[config.mk]
export PLATFORM = sky130hd
export DESIGN_NAME = mips_single_cycle_top_flat
export DESIGN_NICKNAME = d
export VERILOG_FILES = /design/src/rtl/mips_single_cycle_top_if.sv /design/src/rtl/mips_single_cycle_top.sv /design/src/flat_wrapper.sv
export SDC_FILE = /design/constraint.sdc
export NUM_CORES = 2
export LEC_CHECK = 0
export CAP_MARGIN = 10
export CORE_MARGIN = 2
export CORE_UTILIZATION = 45
export DETAILED_ROUTE_END_ITERATION = 16
export PLACE_DENSITY = 0.68
export SLEW_MARGIN = 10
export SYNTH_ARGS = -nofsm -noshare
export SYNTH_HDL_FRONTEND = slang
export SYNTH_SLANG_ARGS = --single-unit
export TNS_END_PERCENT = 100
[constraint.sdc]
create_clock -name clk -period 14.34 [get_ports clk]
set_input_delay 1.434 -clock clk [delete_from_list [all_inputs] [get_ports clk]]
set_output_delay 1.434 -clock clk [all_outputs]
set_load 0.005 [all_outputs]
[src/rtl/mips_single_cycle_top_if.sv]
// Data-memory write bus of the single-cycle MIPS core: store address, data and strobe.
interface mips_single_cycle_top_if;
  logic [31:0] writedata;
  logic [31:0] dataadr;
  logic        memwrite;

  modport master (output writedata, dataadr, memwrite);
  modport slave  (input  writedata, dataadr, memwrite);
endinterface

[src/rtl/mips_single_cycle_top.sv]
// Single-cycle MIPS core with an instruction ROM, a 32x32 register file and a data RAM.
// One instruction retires per rising clk; decode, ALU and memory read are combinational.
module mips_single_cycle_top #(
  parameter int IMEM_WORDS = 64,
  parameter int DMEM_WORDS = 64,
  parameter logic [IMEM_WORDS-1:0][31:0] ROM_IMAGE = {
    {(IMEM_WORDS-18){32'h0}},
    32'hac020054, 32'h20020001, 32'h08000011, 32'h8c020050,
    32'hac670044, 32'h00e23822, 32'h00853820, 32'h00e2202a,
    32'h20050000, 32'h10800001, 32'h0064202a, 32'h10a7000a,
    32'h00a42820, 32'h00642824, 32'h00e22025, 32'h2067fff7,
    32'h2003000c, 32'h20020005}
) (
  input  logic clk,
  input  logic reset,
  mips_single_cycle_top_if.master dbus
);
  localparam int IAW = $clog2(IMEM_WORDS);
  localparam int DAW = $clog2(DMEM_WORDS);

  typedef enum logic [2:0] {ALU_ADD, ALU_SUB, ALU_AND, ALU_OR, ALU_SLT} aluop_t;

  logic [31:0] pc, pc4, pcbr, pcnext, instr, signimm;
  logic [31:0] srca, srcb, rd2, aluresult, readdata, result;
  logic [31:0] rf [32];
  logic [31:0] dmem [DMEM_WORDS];
  logic [5:0]  op, funct;
  logic [4:0]  rs, rt, rd, wa;
  logic        regwrite, regdst, alusrc, branch, memwrite, memtoreg, jump, we_mem;
  aluop_t      aluop;

  assign instr   = ROM_IMAGE[pc[IAW+1:2]];
  assign op      = instr[31:26];
  assign rs      = instr[25:21];
  assign rt      = instr[20:16];
  assign rd      = instr[15:11];
  assign funct   = instr[5:0];
  assign signimm = {{16{instr[15]}}, instr[15:0]};

  // Anything not decoded below falls through as a NOP: no writes, pc+4.
  always_comb begin
    regwrite = 1'b0;
    regdst   = 1'b0;
    alusrc   = 1'b0;
    branch   = 1'b0;
    memwrite = 1'b0;
    memtoreg = 1'b0;
    jump     = 1'b0;
    aluop    = ALU_ADD;
    case (op)
      6'h00: begin
        regdst = 1'b1;
        case (funct)
          6'h20: begin regwrite = 1'b1; aluop = ALU_ADD; end
          6'h22: begin regwrite = 1'b1; aluop = ALU_SUB; end
          6'h24: begin regwrite = 1'b1; aluop = ALU_AND; end
          6'h25: begin regwrite = 1'b1; aluop = ALU_OR;  end
          6'h2a: begin regwrite = 1'b1; aluop = ALU_SLT; end
          default: ;
        endcase
      end
      6'h23: begin regwrite = 1'b1; alusrc = 1'b1; memtoreg = 1'b1; end
      6'h2b: begin alusrc = 1'b1; memwrite = 1'b1; end
      6'h04: begin branch = 1'b1; aluop = ALU_SUB; end
      6'h08: begin regwrite = 1'b1; alusrc = 1'b1; end
      6'h02: jump = 1'b1;
      default: ;
    endcase
  end

  // rf[0] is only ever cleared, so port reads need no $0 special case.
  assign srca = rf[rs];
  assign rd2  = rf[rt];
  assign srcb = alusrc ? signimm : rd2;

  always_comb begin
    aluresult = 32'h0;
    case (aluop)
      ALU_ADD: aluresult = srca + srcb;
      ALU_SUB: aluresult = srca - srcb;
      ALU_AND: aluresult = srca & srcb;
      ALU_OR:  aluresult = srca | srcb;
      ALU_SLT: aluresult = {31'h0, $signed(srca) < $signed(srcb)};
      default: aluresult = 32'h0;
    endcase
  end

  assign readdata = dmem[aluresult[DAW+1:2]];
  assign result   = memtoreg ? readdata : aluresult;
  assign wa       = regdst ? rd : rt;

  assign pc4    = pc + 32'd4;
  assign pcbr   = pc4 + {signimm[29:0], 2'b00};
  assign pcnext = jump ? {pc4[31:28], instr[25:0], 2'b00} :
                  (branch && aluresult == 32'h0) ? pcbr : pc4;

  always_ff @(posedge clk or negedge reset) begin
    if (!reset) pc <= 32'h0;
    else        pc <= pcnext;
  end

  always_ff @(posedge clk or negedge reset) begin
    if (!reset) begin
      for (int i = 0; i < 32; i++) rf[i] <= 32'h0;
    end else if (regwrite && wa != 5'd0) begin
      rf[wa] <= result;
    end
  end

  // The RAM keeps its contents across reset; stores are blocked while reset is held.
  assign we_mem = memwrite & reset;

  always_ff @(posedge clk) begin
    if (we_mem) dmem[aluresult[DAW+1:2]] <= rd2;
  end

  assign dbus.writedata = rd2;
  assign dbus.dataadr   = aluresult;
  assign dbus.memwrite  = we_mem;

  logic unused_shamt;
  assign unused_shamt = ^instr[10:6];
endmodule

[src/flat_wrapper.sv]
// flat-port wrapper written by rule: the top's interface ports become plain ports
module mips_single_cycle_top_flat 
#(
  parameter int IMEM_WORDS = 64,
  parameter int DMEM_WORDS = 64,
  parameter logic [IMEM_WORDS-1:0][31:0] ROM_IMAGE = {
    {(IMEM_WORDS-18){32'h0}},
    32'hac020054, 32'h20020001, 32'h08000011, 32'h8c020050,
    32'hac670044, 32'h00e23822, 32'h00853820, 32'h00e2202a,
    32'h20050000, 32'h10800001, 32'h0064202a, 32'h10a7000a,
    32'h00a42820, 32'h00642824, 32'h00e22025, 32'h2067fff7,
    32'h2003000c, 32'h20020005}
)
  (clk, reset, dbus_writedata, dbus_dataadr, dbus_memwrite);
  mips_single_cycle_top_if dbus_i ();
  input  logic clk;
  input  logic reset;
  output wire logic [$bits(dbus_i.writedata)-1:0] dbus_writedata;
  output wire logic [$bits(dbus_i.dataadr)-1:0] dbus_dataadr;
  output wire logic [$bits(dbus_i.memwrite)-1:0] dbus_memwrite;
  assign dbus_writedata = dbus_i.writedata;
  assign dbus_dataadr = dbus_i.dataadr;
  assign dbus_memwrite = dbus_i.memwrite;
  mips_single_cycle_top #(.IMEM_WORDS(IMEM_WORDS), .DMEM_WORDS(DMEM_WORDS), .ROM_IMAGE(ROM_IMAGE)) u_core (.clk(clk), .reset(reset), .dbus(dbus_i));
endmodule
# Word level (Yosys, flattened, before mapping)
# Memories as Yosys holds them, arrays and structs flattened.
# Cells that the tools add are included.
[totals]
regBits = 1056
mem_bits_rw = 2048
romBits = 2048
in_bits = 2
output_inout_bits = 65
wordCells = 103
mem_count = 2
[memory_table]
columns = ["memory", "words", "word_bits", "rd", "rd_clocked_by_memory_dff", "write_ports", "line", "text"]
rows = [
  ["(name not given)", 64, 32, 1, 0, 0, "mips_single_cycle_top.sv:32", "assign instr = ROM_IMAGE[pc[IAW+1:2]];"],
  ["u_core.dmem", 64, 32, 1, 0, 1, "mips_single_cycle_top.sv:26", "logic [31:0] dmem [DMEM_WORDS];"],
]
[op_classes]
addsub = 4
n_lt_le_gt_ge = 6
n_eq_ne = 14
n_mux = 28
bitwise_logic = 6
reduce_logical = 10
[op_table]
columns = ["op", "count"]
rows = [
  ["$bwmux W1024", 1],
  ["$bmux W32 S5", 2],
  ["$mux W32", 10],
  ["$demux W32 S5", 1],
  ["$pmux W32 S5", 1],
  ["$add A32 B32 Y32", 2],
  ["$eq A6 B6 Y1 const B", 7],
  ["$add A32 B3 Y32 const B", 1],
  ["$and A32 B32 Y32", 1],
  ["$logic_not A32 Y1", 1],
  ["$lt A32 B32 Y1", 1],
  ["$or A32 B32 Y32", 1],
  ["$sub A32 B32 Y32", 1],
  ["$ge A6 B6 Y1 const B", 3],
  ["$not A5 Y6", 3],
  ["$pmux W3 S4", 1],
  ["$mux W1", 9],
  ["$lt A6 B7 Y1 const B", 1],
  ["$eq A3 B2 Y1 const B", 2],
  ["$eq A6 B2 Y1 const B", 1],
  ["$eq A6 B3 Y1 const B", 1],
  ["$eq A6 B4 Y1 const B", 1],
  ["$logic_not A6 Y1", 1],
  ["$lt A6 B1 Y1 const B", 1],
  ["12 further kinds", 14],
]

# Longest topological paths before layout
[depth]
word_depth = 13
depth_mapped = 34
ltp_nobuf = 25

# Least setup slack after synthesis
# No wires, ideal clock.
[synth_path]
path_type = "reg2reg"
from = "reg u_core.pc[3]"
to = "mem u_core.dmem[1][0] (enable)"
setup_ns = 0.461
arrival_time_ns = 9.365
t_required_ns = 13.879
setup_slack_ns = 4.514
stages_incl_launch_ff = 27
path_buffers = 9
path_cell_list = "dfrtp_1 > clkbuf_1 > inv_1 > ha_1 > mux4_2 > nand2_1 > clkbuf_1 > buf_1 > mux4_2 > mux2i_1 > inv_1 > a21oi_1 > fa_1 > nor2b_1 > o31ai_1 > xnor2_1 > nor2_1 > or4_4 > nor2_4 > inv_2 > buf_2 > buf_2 > buf_2 > buf_2 > buf_2 > buf_2 > nor3_1"
[synth_between]
elab_chain_cells = 9
elab_cells_between_ends = 38
cone_classes = "add/sub: 2; eq/ne: 12; mux: 15; bitwise: 5; reduce/logical: 3; memory: 1"
[synth_rtl]
columns = ["item", "line", "text"]
rows = [
  ["start: declaration", "mips_single_cycle_top.sv:23", "logic [31:0] pc, pc4, pcbr, pcnext, instr, signimm;"],
  ["start signal: assignment", "mips_single_cycle_top.sv:99", "else pc <= pcnext;"],
  ["$mem_v2 Z64 W32 *", "-", ""],
  ["$mux W32 (not written as such) *", "mips_single_cycle_top.sv:32", ""],
  ["$not A5 Y6 (not written as such) *", "mips_single_cycle_top.sv:73", "assign rd2 = rf[rt];"],
  ["$bmux W32 S5 *", "mips_single_cycle_top.sv:73", ""],
  ["$mux W32 (not written as such) * (2 in series)", "mips_single_cycle_top.sv:73", ""],
  ["net dbus_writedata[1]", "flat_wrapper.sv:18", "output wire logic [$bits(dbus_i.writedata)-1:0] dbus_writedata;"],
  ["$mux W32 *", "mips_single_cycle_top.sv:74", "assign srcb = alusrc ? signimm : rd2;"],
  ["$sub A32 B32 Y32 or $add A32 B32 Y32 (tied branches)", "mips_single_cycle_top.sv:80, mips_single_cycle_top.sv:79", ""],
  ["$pmux W32 S5 *", "mips_single_cycle_top.sv:78", "case (aluop)"],
  ["net dbus_dataadr[4]", "flat_wrapper.sv:19", "output wire logic [$bits(dbus_i.dataadr)-1:0] dbus_dataadr;"],
  ["end: declaration", "mips_single_cycle_top.sv:26", ""],
]
# The timed path passes the listed nets; every way through them passes the cells marked *. The select of a mux whose other input is x is not followed.

# Worst setup path after layout
[layout_path]
from = "reg u_core.pc[2]"
to = "out dbus_dataadr[19]"
[layout_between]
elab_chain_cells = 9
elab_cells_between_ends = 34
cone_classes = "add/sub: 2; eq/ne: 12; mux: 12; bitwise: 4; reduce/logical: 3; memory: 1"
[layout_rtl]
columns = ["item", "line", "text"]
rows = [
  ["$mem_v2 Z64 W32 *", "-", ""],
  ["$mux W32 (not written as such) *", "mips_single_cycle_top.sv:32", ""],
  ["$not A5 Y6 (not written as such)", "mips_single_cycle_top.sv:73", ""],
  ["$bmux W32 S5", "mips_single_cycle_top.sv:73", ""],
  ["$mux W32 (not written as such) (2 in series)", "mips_single_cycle_top.sv:73", ""],
  ["$mux W32", "mips_single_cycle_top.sv:74", ""],
  ["$sub A32 B32 Y32 (tied with other cells)", "mips_single_cycle_top.sv:80", "ALU_SUB: aluresult = srca - srcb;"],
  ["$pmux W32 S5 *", "mips_single_cycle_top.sv:78", ""],
  ["end: declaration", "flat_wrapper.sv:19", ""],
]
# Mark *: on every way between the ends. The rest lies on a longest branch, timed or not. The select of a mux whose other input is x is not followed.

==> impl_metrics.toml <==
[sta]
finalCritPeriodShare = 0.7515
clock.fmax_ghz = 0.09279
rsz0062_at_grt = "no"
fin_setup_tns_ps = 0
hold_slack_ps = 373.2
fin_crit_ps = 10780
max_slew_margin = 0.1030
hold_viol_final = 0
setup_viol = 0
finClkSkew_ps = 99.38
slew_viol_final = 0
worst_pin_slew_ps = 1341

[yosys]
synthCells = 7134
syn_nets = 7250
synthArstFlopShare = 0.1134
ys_top_cells_by_area = "edfxtp_1 (63%), dfrtp_1 (6.7%), nand2_1 (3.5%)"
netlist_area_um2 = 98160
synth_edf_count = 2048
synth_flop_cell = "edfxtp_1"
synth_warnings = 0
yosysTopAreaCellShare = 0.6265
ys_seq_area_frac = 0.6933
syn_area_per_cell_um2 = 13.76
yosys.area.top_type = "edfxtp_1"
ys_ff_latch = 2310
synth_cell_types = 100

[setup_path]
worstPathMaxFanout = 52
crit_path_start = "u_core.pc[2]$_DFF_PN0_"
path_class = "reg2out"
endpoint_kind = "output pin"
cpPeakStageDelay_ps = 1050
arrival_ps = 9340
critical-path-slowest-cell = "a211oi_1"
cp.required_ps = 12910
r2r-start = "u_core.pc[2]$_DFF_PN0_"
critPathBufInv = 4
path_cells = "inv_1 > ha_1 > nor2_1 > a22oi_1 > o22ai_4 > buf_4 > mux4_2 > mux2i_1 > inv_2 > a21oi_1 > ha_1 > nor3b_1 > o31ai_1 > nand2_1 > a211oi_1 > o211ai_1 > a21oi_1 > a221oi_1 > o22ai_1 > clkdlybuf4s50_1"
critPathTopFamily = "compound AO/OA/AOI/OAI gates"
startpoint_type = "flip-flop"

[power]
power_density_nw_per_um2 = 119.6
intPower_mw = 10.54
power.switching_mw = 2.665
comb_power_share = 0.002
power_frac_seq = 0.548
vdd.ir_drop.worst_v = 0.0001187
p_leak_nw = 37.26
switching_share = 0.2018
pwr-share-clk = 0.451

[clock_tree]
clock_latency_ps = 910
htreeDepth = 4
cts_hold_buffers = 0
cts_setup_buffers = 0
clock_tree.buffer_depth = 3
clkTransAtPathRegs_ps = 60
cts.sinks = 2310
cts-root-buf = "clkbuf_16"
cts_buffers = 226
postCtsResizedCells = 0
cts_tree = "done"

[run_status]
status = "completed"

[hold_path]
min_path_type = "reg2reg"
worst_hold_startpoint = "u_core.rf[973]$_DFFE_PN0P_"

[place]
place_area_um2 = 102900
gp_congestion = 0.9830
hpwl_mm = 212.3
port_buffers = 66

[floorplanning]
ios = 67
die_area_um2 = 221900
initial_core_util = 0.4524
fp-row-count = 171
die_w_um = 471.0
coreArea_um2 = 217000
fp.dieH_um = 471.0

[final_layout]
syn2layout_area_growth_pct = 12.45
layout-drive-gt1-share = 0.1361
final-seq-area_um2 = 68060
finish.utilization = 0.5088
finish.instance_area_um2 = 110400
layout.nets = 7233
multi_input_area_um2 = 27950
nFillCells = 18000

[global_route]
first_global_vias = 64040
grt_max_degree = 184
overflow = 0
track_usage = 0.3166
grt_pass1_wl_mm = 499.9
antenna_found_initial = 43

[route]
wl_mm = 360.5
routed_via_density = 6.747
via_count = 68690
remaining_drc_errors = 0
firstDrtPassIters = 9
drtIter0Drc = 13030
drt.antenna.violating_nets = 0
post_drt_wl_per_cell_um = 35.41

[job]
cap_violations = 0
[flip-flops by register name, summed over array words and instances, names as in the netlist]
name	cells
u_core.rf	256
u_core.pc	6
u_core.dmem	2048
[synthesized netlist by cell type (30+ instances only)]
library cell  number
a221oi_1         191
mux2_2           153
a311oi_1          60
o221ai_1          36
ha_1             111
inv_1            138
edfxtp_1        2048
mux2i_1          250
nor3_1            41
nand2_1          909
mux4_2            65
nor2_1           306
a21o_1            38
a21oi_1          442
a22oi_1          159
buf_2            171
a22o_1            30
o211ai_1          39
and3_1            90
o21ai_0          345
a211oi_1         137
dfrtp_1          262
buf_1             64
o22ai_1           80
a221o_1           33
clkbuf_1         322
a31oi_1           49
nand3_1          133
[path summary, 6_finish.rpt]
path / endpoint / slack (ps) / depth (start not counted)
worst max-delay path: dbus_dataadr[19] / 3560 / 20
worst min-delay path: u_core.rf[973]$_DFFE_PN0P_ / 370 / 0
worst max register to register: u_core.rf[951]$_DFFE_PN0P_ / 3670 / 27
worst min register to register: u_core.rf[973]$_DFFE_PN0P_ / 370 / 0
max in group asynchronous: u_core.rf[939]$_DFFE_PN0P_ / 12060 / 2
min in group asynchronous: u_core.pc[7]$_DFF_PN0_ / 590 / 1
[layer usage]
layer,routed length [µm],track usage,vias to the layer above
li1,-,-,27490
met1,127800,0.4205,34320
met2,154100,0.4573,5796
met3,55240,0.1071,1060
met4,23170,0.1728,26
met5,197,0,-
[power by group through the flow]
stage	Clock [mW]	Combinational, mW	Sequential (mW)
2_1_floorplan	0	0.00385	7.37
3_3_place_gp	0	0.0232	7.37
3_5_place_dp	0	0.0235	7.37
4_1_cts	5.95	0.0236	7.23
5_1_grt	6.23	0.0261	7.23
6_report	5.95	0.0231	7.23
[cells in the final DEF (no fill, tap or decap), drive strengths merged, types with 30 or more instances in the layout]
cell           Yosys  final
a221oi           192    192
buf              248    261
clkbuf           323    294
mux4              65     65
o221ai            36     36
nand3            133    133
o211ai            39     39
ha               111    111
and3              90     90
a22oi            159    159
edfxtp          2048   2048
clkdlybuf4s50      0     65
a21o              38     38
clkinv             2     93
a311oi            61     61
nor2             308    308
dfrtp            262    262
o22ai             80     80
inv              141    151
mux2i            250    250
nand2            909    909
a21oi            442    442
a211oi           138    138
nor3              45     45
a221o             33     33
o21ai            350    350
mux2             157    157
a31oi             49     49
a22o              30     30
[logic make-up after synthesis]
kind of cell | Yosys count | share of synthesized area
DFF | 2310 | 0.6933
buffers and inverters | 714 | 0.03020
xor gates and xnor gates | 23 | 0.002052
muxes | 472 | 0.05842
AOI/OAI and AO/OA | 1859 | 0.1286
adders and majority gates | 114 | 0.01476
and+or+nand+nor | 1642 | 0.07270
[through the flow]
stage | cells | power (mW) | worst slack [ps]
4_1_cts | 10160 | 13.21 | 3732
6_report | 10180 | 13.21 | 3563
3_3_place_gp | 9740 | 7.396 | 4113
3_5_place_dp | 9743 | 7.396 | 4069
5_1_grt | 10170 | 13.48 | 3358
2_1_floorplan | 7134 | 7.372 | 4514
[layout make-up]
type,instances,area share
diodes,17,0.0003854
clock buffers,294,0.05510
clock inverters,127,0.01206
inverters,143,0.005078
multi-input cells,4110,0.2532
flip-flops and latches,2310,0.6165
well taps,2854,0.03235
repair buffers,326,0.02528
Note: power is estimated with default switching activity, not from simulation.
